File: src/rtl/led_seq_pkg.sv
// rtl/led_seq_pkg.sv - shared encodings and seed helpers for the LED step sequencer
package led_seq_pkg;

  typedef enum logic [1:0] {
    MODE_COUNT  = 2'b00,
    MODE_ROTATE = 2'b01,
    MODE_BOUNCE = 2'b10,
    MODE_BAR    = 2'b11
  } mode_e;

  typedef enum logic {
    B_UP   = 1'b0,
    B_DOWN = 1'b1
  } bounce_state_e;

  // Every seed is either all-zero or a lone bit 0, so the LSB fully describes it.
  function automatic logic seed_lsb(input mode_e m);
    return (m == MODE_ROTATE) || (m == MODE_BOUNCE);
  endfunction

  function automatic logic [31:0] seed_value(input mode_e m, input int width);
    logic [31:0] mask;
    mask = (width >= 32) ? 32'hFFFF_FFFF : ((32'd1 << width) - 32'd1);
    return {31'd0, seed_lsb(m)} & mask;
  endfunction

endpackage

File: src/rtl/led_step_sequencer_tick_edge_sync.sv
// rtl/led_step_sequencer_tick_edge_sync.sv - tick_edge_sync: synchronise i_tick and flag its rising edge
module tick_edge_sync #(
  parameter int SYNC_STAGES = 2
) (
  input  logic i_clkPin,
  input  logic i_rst_n,
  input  logic i_tick,
  output logic o_edge
);

  logic [SYNC_STAGES-1:0] sync_q, sync_d;
  logic                   hist_q, hist_d;

  always_comb begin
    sync_d = {sync_q[SYNC_STAGES-2:0], i_tick};
    hist_d = sync_q[SYNC_STAGES-1];
  end

  always_ff @(posedge i_clkPin or negedge i_rst_n) begin
    if (!i_rst_n) begin
      sync_q <= '0;
      hist_q <= 1'b0;
    end else begin
      sync_q <= sync_d;
      hist_q <= hist_d;
    end
  end

  assign o_edge = sync_q[SYNC_STAGES-1] & ~hist_q;

endmodule

File: src/rtl/led_step_sequencer.sv
// rtl/led_step_sequencer.sv - steps an LED pattern once per divided-clock edge
// LED_SEQ_BOUNCE_EN builds the ping-pong FSM for mode 10; otherwise mode 10 rotates.
module led_step_sequencer #(
  parameter int WIDTH       = 8,
  parameter int SYNC_STAGES = 2
) (
  input  logic             i_clkPin,
  input  logic             i_rst_n,
  input  logic             i_ena,
  input  logic             i_tick,
  input  logic [1:0]       i_mode,
  input  logic             i_dir,
  input  logic             i_pause,
  output logic [WIDTH-1:0] o_leds,
  output logic             o_step,
  output logic             o_wrap
);
  import led_seq_pkg::*;

  localparam logic [WIDTH-1:0] LED_ONE = {{(WIDTH-1){1'b0}}, 1'b1};

  logic             tick_edge;
  mode_e            mode_in;
  mode_e            mode_q, mode_d;
  logic [WIDTH-1:0] leds_q, leds_d;
  logic             step_q, step_d;
  logic             wrap_q, wrap_d;
  logic [WIDTH-1:0] seed;
  logic             advance;

  tick_edge_sync #(.SYNC_STAGES(SYNC_STAGES)) u_sync (
    .i_clkPin (i_clkPin),
    .i_rst_n  (i_rst_n),
    .i_tick   (i_tick),
    .o_edge   (tick_edge)
  );

  assign mode_in = mode_e'(i_mode);
  assign seed    = {{(WIDTH-1){1'b0}}, seed_lsb(mode_in)};
  assign advance = tick_edge & i_ena & ~i_pause;

`ifdef LED_SEQ_BOUNCE_EN
  bounce_state_e state_q, state_d;
`endif

  always_comb begin
    mode_d = mode_q;
    leds_d = leds_q;
    step_d = 1'b0;
    wrap_d = 1'b0;
`ifdef LED_SEQ_BOUNCE_EN
    state_d = state_q;
`endif
    if (i_ena) begin
      step_d = tick_edge;
      // A mode change reloads the seed and swallows any coincident step.
      if (mode_in != mode_q) begin
        mode_d = mode_in;
        leds_d = seed;
`ifdef LED_SEQ_BOUNCE_EN
        state_d = B_UP;
`endif
      end else if (advance) begin
        case (mode_q)
          MODE_COUNT: begin
            if (i_dir) begin
              leds_d = leds_q + LED_ONE;
              wrap_d = &leds_q;
            end else begin
              leds_d = leds_q - LED_ONE;
              wrap_d = ~|leds_q;
            end
          end
`ifdef LED_SEQ_BOUNCE_EN
          MODE_ROTATE: begin
`else
          MODE_ROTATE, MODE_BOUNCE: begin
`endif
            if (i_dir) begin
              leds_d = {leds_q[WIDTH-2:0], leds_q[WIDTH-1]};
              wrap_d = leds_q[WIDTH-1];
            end else begin
              leds_d = {leds_q[0], leds_q[WIDTH-1:1]};
              wrap_d = leds_q[0];
            end
          end
`ifdef LED_SEQ_BOUNCE_EN
          MODE_BOUNCE: begin
            if (!$onehot(leds_q)) begin
              leds_d  = LED_ONE;
              state_d = B_UP;
            end else if (state_q == B_UP) begin
              leds_d = leds_q << 1;
              if (leds_q[WIDTH-2]) state_d = B_DOWN;
            end else begin
              leds_d = leds_q >> 1;
              if (leds_q[1]) begin
                state_d = B_UP;
                wrap_d  = 1'b1;
              end
            end
          end
`endif
          default: begin
            if (&leds_q) begin
              leds_d = '0;
              wrap_d = 1'b1;
            end else begin
              leds_d = (leds_q << 1) | LED_ONE;
            end
          end
        endcase
      end
    end
  end

  always_ff @(posedge i_clkPin or negedge i_rst_n) begin
    if (!i_rst_n) begin
      mode_q <= MODE_COUNT;
      leds_q <= '0;
      step_q <= 1'b0;
      wrap_q <= 1'b0;
    end else begin
      mode_q <= mode_d;
      leds_q <= leds_d;
      step_q <= step_d;
      wrap_q <= wrap_d;
    end
  end

`ifdef LED_SEQ_BOUNCE_EN
  always_ff @(posedge i_clkPin or negedge i_rst_n) begin
    if (!i_rst_n) state_q <= B_UP;
    else          state_q <= state_d;
  end
`endif

  assign o_leds = leds_q;
  assign o_step = step_q;
  assign o_wrap = wrap_q;

endmodule

File: config.mk
export PLATFORM = sky130hd
export DESIGN_NAME = led_step_sequencer
export DESIGN_NICKNAME = d
export VERILOG_FILES = /design/src/rtl/led_seq_pkg.sv /design/src/rtl/led_step_sequencer_tick_edge_sync.sv /design/src/rtl/led_step_sequencer.sv
export SDC_FILE = /design/constraint.sdc
export NUM_CORES = 1
export LEC_CHECK = 0
export ABC_CLOCK_PERIOD_IN_PS = 3200
export CORE_AREA = 2 2 53 55
export CTS_BUF_LIST = sky130_fd_sc_hd__clkbuf_16
export CTS_CLUSTER_DIAMETER = 60
export DETAILED_ROUTE_END_ITERATION = 12
export DIE_AREA = 0 0 55 57
export MAX_ROUTING_LAYER = met4
export PLACE_DENSITY_LB_ADDON = 0.15
export SLEW_MARGIN = 20
export SYNTH_ARGS = -nofsm -noshare
export SYNTH_HDL_FRONTEND = slang
export SYNTH_SLANG_ARGS = --single-unit
File: constraint.sdc
create_clock -name i_clkPin -period 3.2 [get_ports i_clkPin]
set_input_delay 0.8 -clock i_clkPin [delete_from_list [all_inputs] [get_ports i_clkPin]]
set_output_delay 0.8 -clock i_clkPin [all_outputs]
set_load 0.1 [all_outputs]
==> metrics.yaml <==
hold_violations: 0
yosys_most_used_dff: "dfrtp_1"
hold_path.class: "reg2reg"
gp_congestion: 0.805
grt_setup_unrepaired: "false"
critical_path_class: "in2reg"
endpoint_kind: "flip-flop"
ctsHoldBuffers: 0
routed_via_density: 6.26
ys_seq_area_share_pct: 30.5
power_density_nw_per_um2: 431
worst_slew_pin_slew_ns: 0.704
synth_xor_area_share_pct: 6.40
route.detailed.drc: 0
path_max_fanout: 6
finalClockSkew_ns: 0.00208
synth_nets: 153
avgSynthCellArea_um2: 9.05
synthAdderAreaFrac_pct: 9.76
r2r_slack_ns: 1.01
numCtsBuffers: 3
synthArstFlopShare_pct: 100
relSlewSlack_pct: 52.9
outcome: "finished clean"
r2r-end: "o_leds[4]$_DFFE_PN0P_"
core_um2: 2620
die_h_um: 57
n_antenna_cell: 0
drive_gt1_share_pct: 18.3
htree_levels: 1
dp_cells: 180
period_minus_slack_ns: 2.69
vias: 1152
synth_cells: 136
cts_tree: "built"
total_power_uw: 634
endpoint: "o_leds[3]$_DFFE_PN0P_"
nFillCells: 255
grt_max_degree: 17
rows: 19
chipWidth_um: 55
cts_num_sinks: 15
area_growth_pct: 19.4
pin_count: 18
slew_violations: 0
start_util_pct: 47.1
worstPathRequired_ns: 3.33
finalNonFillerCells: 184
mappedNetlistArea_um2: 1230
cts_setup_buffers: 0
grt_usage_pct: 23.2
clk_latency_ns: 0.24
yosysWarnings: 0
avgRoutedWirePerCell_um: 16.6
clkTransAtPathRegs_ns: 0.05
grt_pass1_vias: 1137
ant_nets: 0
ctsResizeCount: 0
reg2reg_from: "o_leds[0]$_DFFE_PN0P_"
max_freq_mhz: 372
first_pass_iters: 4
hpwl_um: 2140
setup_tns_ns: 0
worstSetupStartpoint: "i_dir"
yosys-mux-area-fraction_pct: 5.28
ys_ff_latch: 15
r2r_cells: 7
cts_buffer_depth: 2
synth_top_family_by_area: "compound AO/OA/AOI/OAI gates"
antenna_found_initial: 0
vdd_drop_max_mv: 0.446
dieArea_um2: 3140
synth-compound-area-share_pct: 26.5
setup_violations: 0
fin_crit_sh_pct: 84.0
cap_viol_max_count: 0
portBuffers: 17
synth_cell_types: 46
leakage_uw: 0.000680
cp-start-kind: "input port"
arrival_ns: 2.82
grt_pass1_wl_um: 5200
fin_nets: 171
grt_overflow: 0
wl_um: 3060
synth_edf_count: 0
cts_root_buf: "clkbuf_16"
drt_iter0_drc: 32
synthSimpleGateAreaFrac_pct: 16.6
routing by layer:
layer  global-route usage [%]  wire length (um)  vias to the layer above
met4                     5.92                25                        0
met5                        -                 0                        -
met1                     32.0              1390                      563
li1                         -                 -                      542
met2                     34.7              1470                       43
met3                     4.45               169                        4
where the power goes:
group	internal, uW	switching [uW]
Sequential	199	15.5
Combinational	67.3	111
Clock	166	75.6
Total	432	202
cells in the final DEF, fill, tap and decap left out, types with 4 or more instances in the layout:
cell type	instances
nand2_1	18
dfrtp_1	15
buf_4	11
inv_1	9
a21oi_1	9
ha_1	8
clkdlybuf4s50_1	7
nor2_1	6
xnor2_1	5
o21ai_0	5
o22ai_1	5
xor2_1	4
mux2_2	4
cell families after synthesis:
family / Yosys count
multiplexers: 6
adder cells (fa/ha/maj): 9
buffers and inverters: 13
AND/OR/NAND/NOR: 40
flip-flops: 15
XOR/XNOR: 9
AO/OA/AOI/OAI: 44
flip-flops by register name, indices dropped and copies added (netlist names):
name / cells
o_step: 1
mode_q: 2
u_sync.sync_q: 2
o_leds: 8
o_wrap: 1
u_sync.hist_q: 1
worst max-delay path: stages:
cell,delay [ns]
clkdlybuf4s50_1,0.53
inv_1,0.15
ha_1,0.32
a211o_1,0.31
o21ai_1,0.10
xnor2_1,0.09
a221o_1,0.35
a22o_1,0.18
synthesized netlist by cell type (all sizes together) (2+ instances only):
cell    number  area, um^2
nand3        2        10.0
dfrtp       15         375
a22o         2        17.5
a221o        2        20.0
xnor2        5        43.8
ha           8         100
xor2         4        35.0
nand2       18        67.6
inv          8        30.0
nand2b       2        12.5
a21oi       10        53.8
nor2         6        22.5
clkbuf       2        7.51
o21ai        7        35.0
nor4         2        12.5
and4         2        18.8
or2          2        12.5
mux2         4        45.0
mux2i        2        20.0
o22ai        5        31.3
buf          3        23.8
o31ai        2        15.0
a22oi        3        22.5
a32oi        2        17.5
a31oi        2        12.5
per-stage QoR:
stage	util (%)	instance area [um^2]	hold slack [ns]	worst slack, ns
after detailed placement	53.2	1390	0.355	0.253
final	56.2	1470	0.363	0.511
after floorplan	-	1230	0.331	0.600
after global routing	56.2	1470	0.379	0.375
after global placement	53.2	1390	0.335	0.316
after CTS	56.2	1470	0.367	0.499
final cells by class:
type | count | area [um^2] | area share (%)
tap | 31 | 38.8 | 2.64
clock inverter | 1 | 3.75 | 0.255
inverter | 8 | 30.0 | 2.04
clock buffer | 3 | 75.1 | 5.11
sequential | 15 | 375 | 25.5
timing repair buffer | 18 | 153 | 10.4
multi-input combinational | 108 | 795 | 54.0
how the worst min path moves through the flow:
stage          slack [ns]                         end  depth (start not counted)                       start
2_1_floorplan        0.33  u_sync.sync_q[1]$_DFF_PN0_                          0  u_sync.sync_q[0]$_DFF_PN0_
3_3_place_gp         0.33  u_sync.sync_q[1]$_DFF_PN0_                          0  u_sync.sync_q[0]$_DFF_PN0_
3_5_place_dp         0.36  u_sync.sync_q[1]$_DFF_PN0_                          0  u_sync.sync_q[0]$_DFF_PN0_
4_1_cts              0.37  u_sync.sync_q[1]$_DFF_PN0_                          0  u_sync.sync_q[0]$_DFF_PN0_
5_1_grt              0.38  u_sync.sync_q[1]$_DFF_PN0_                          0  u_sync.sync_q[0]$_DFF_PN0_
6_report             0.36  u_sync.sync_q[1]$_DFF_PN0_                          0  u_sync.sync_q[0]$_DFF_PN0_
Power figures use the tool's default switching activity.
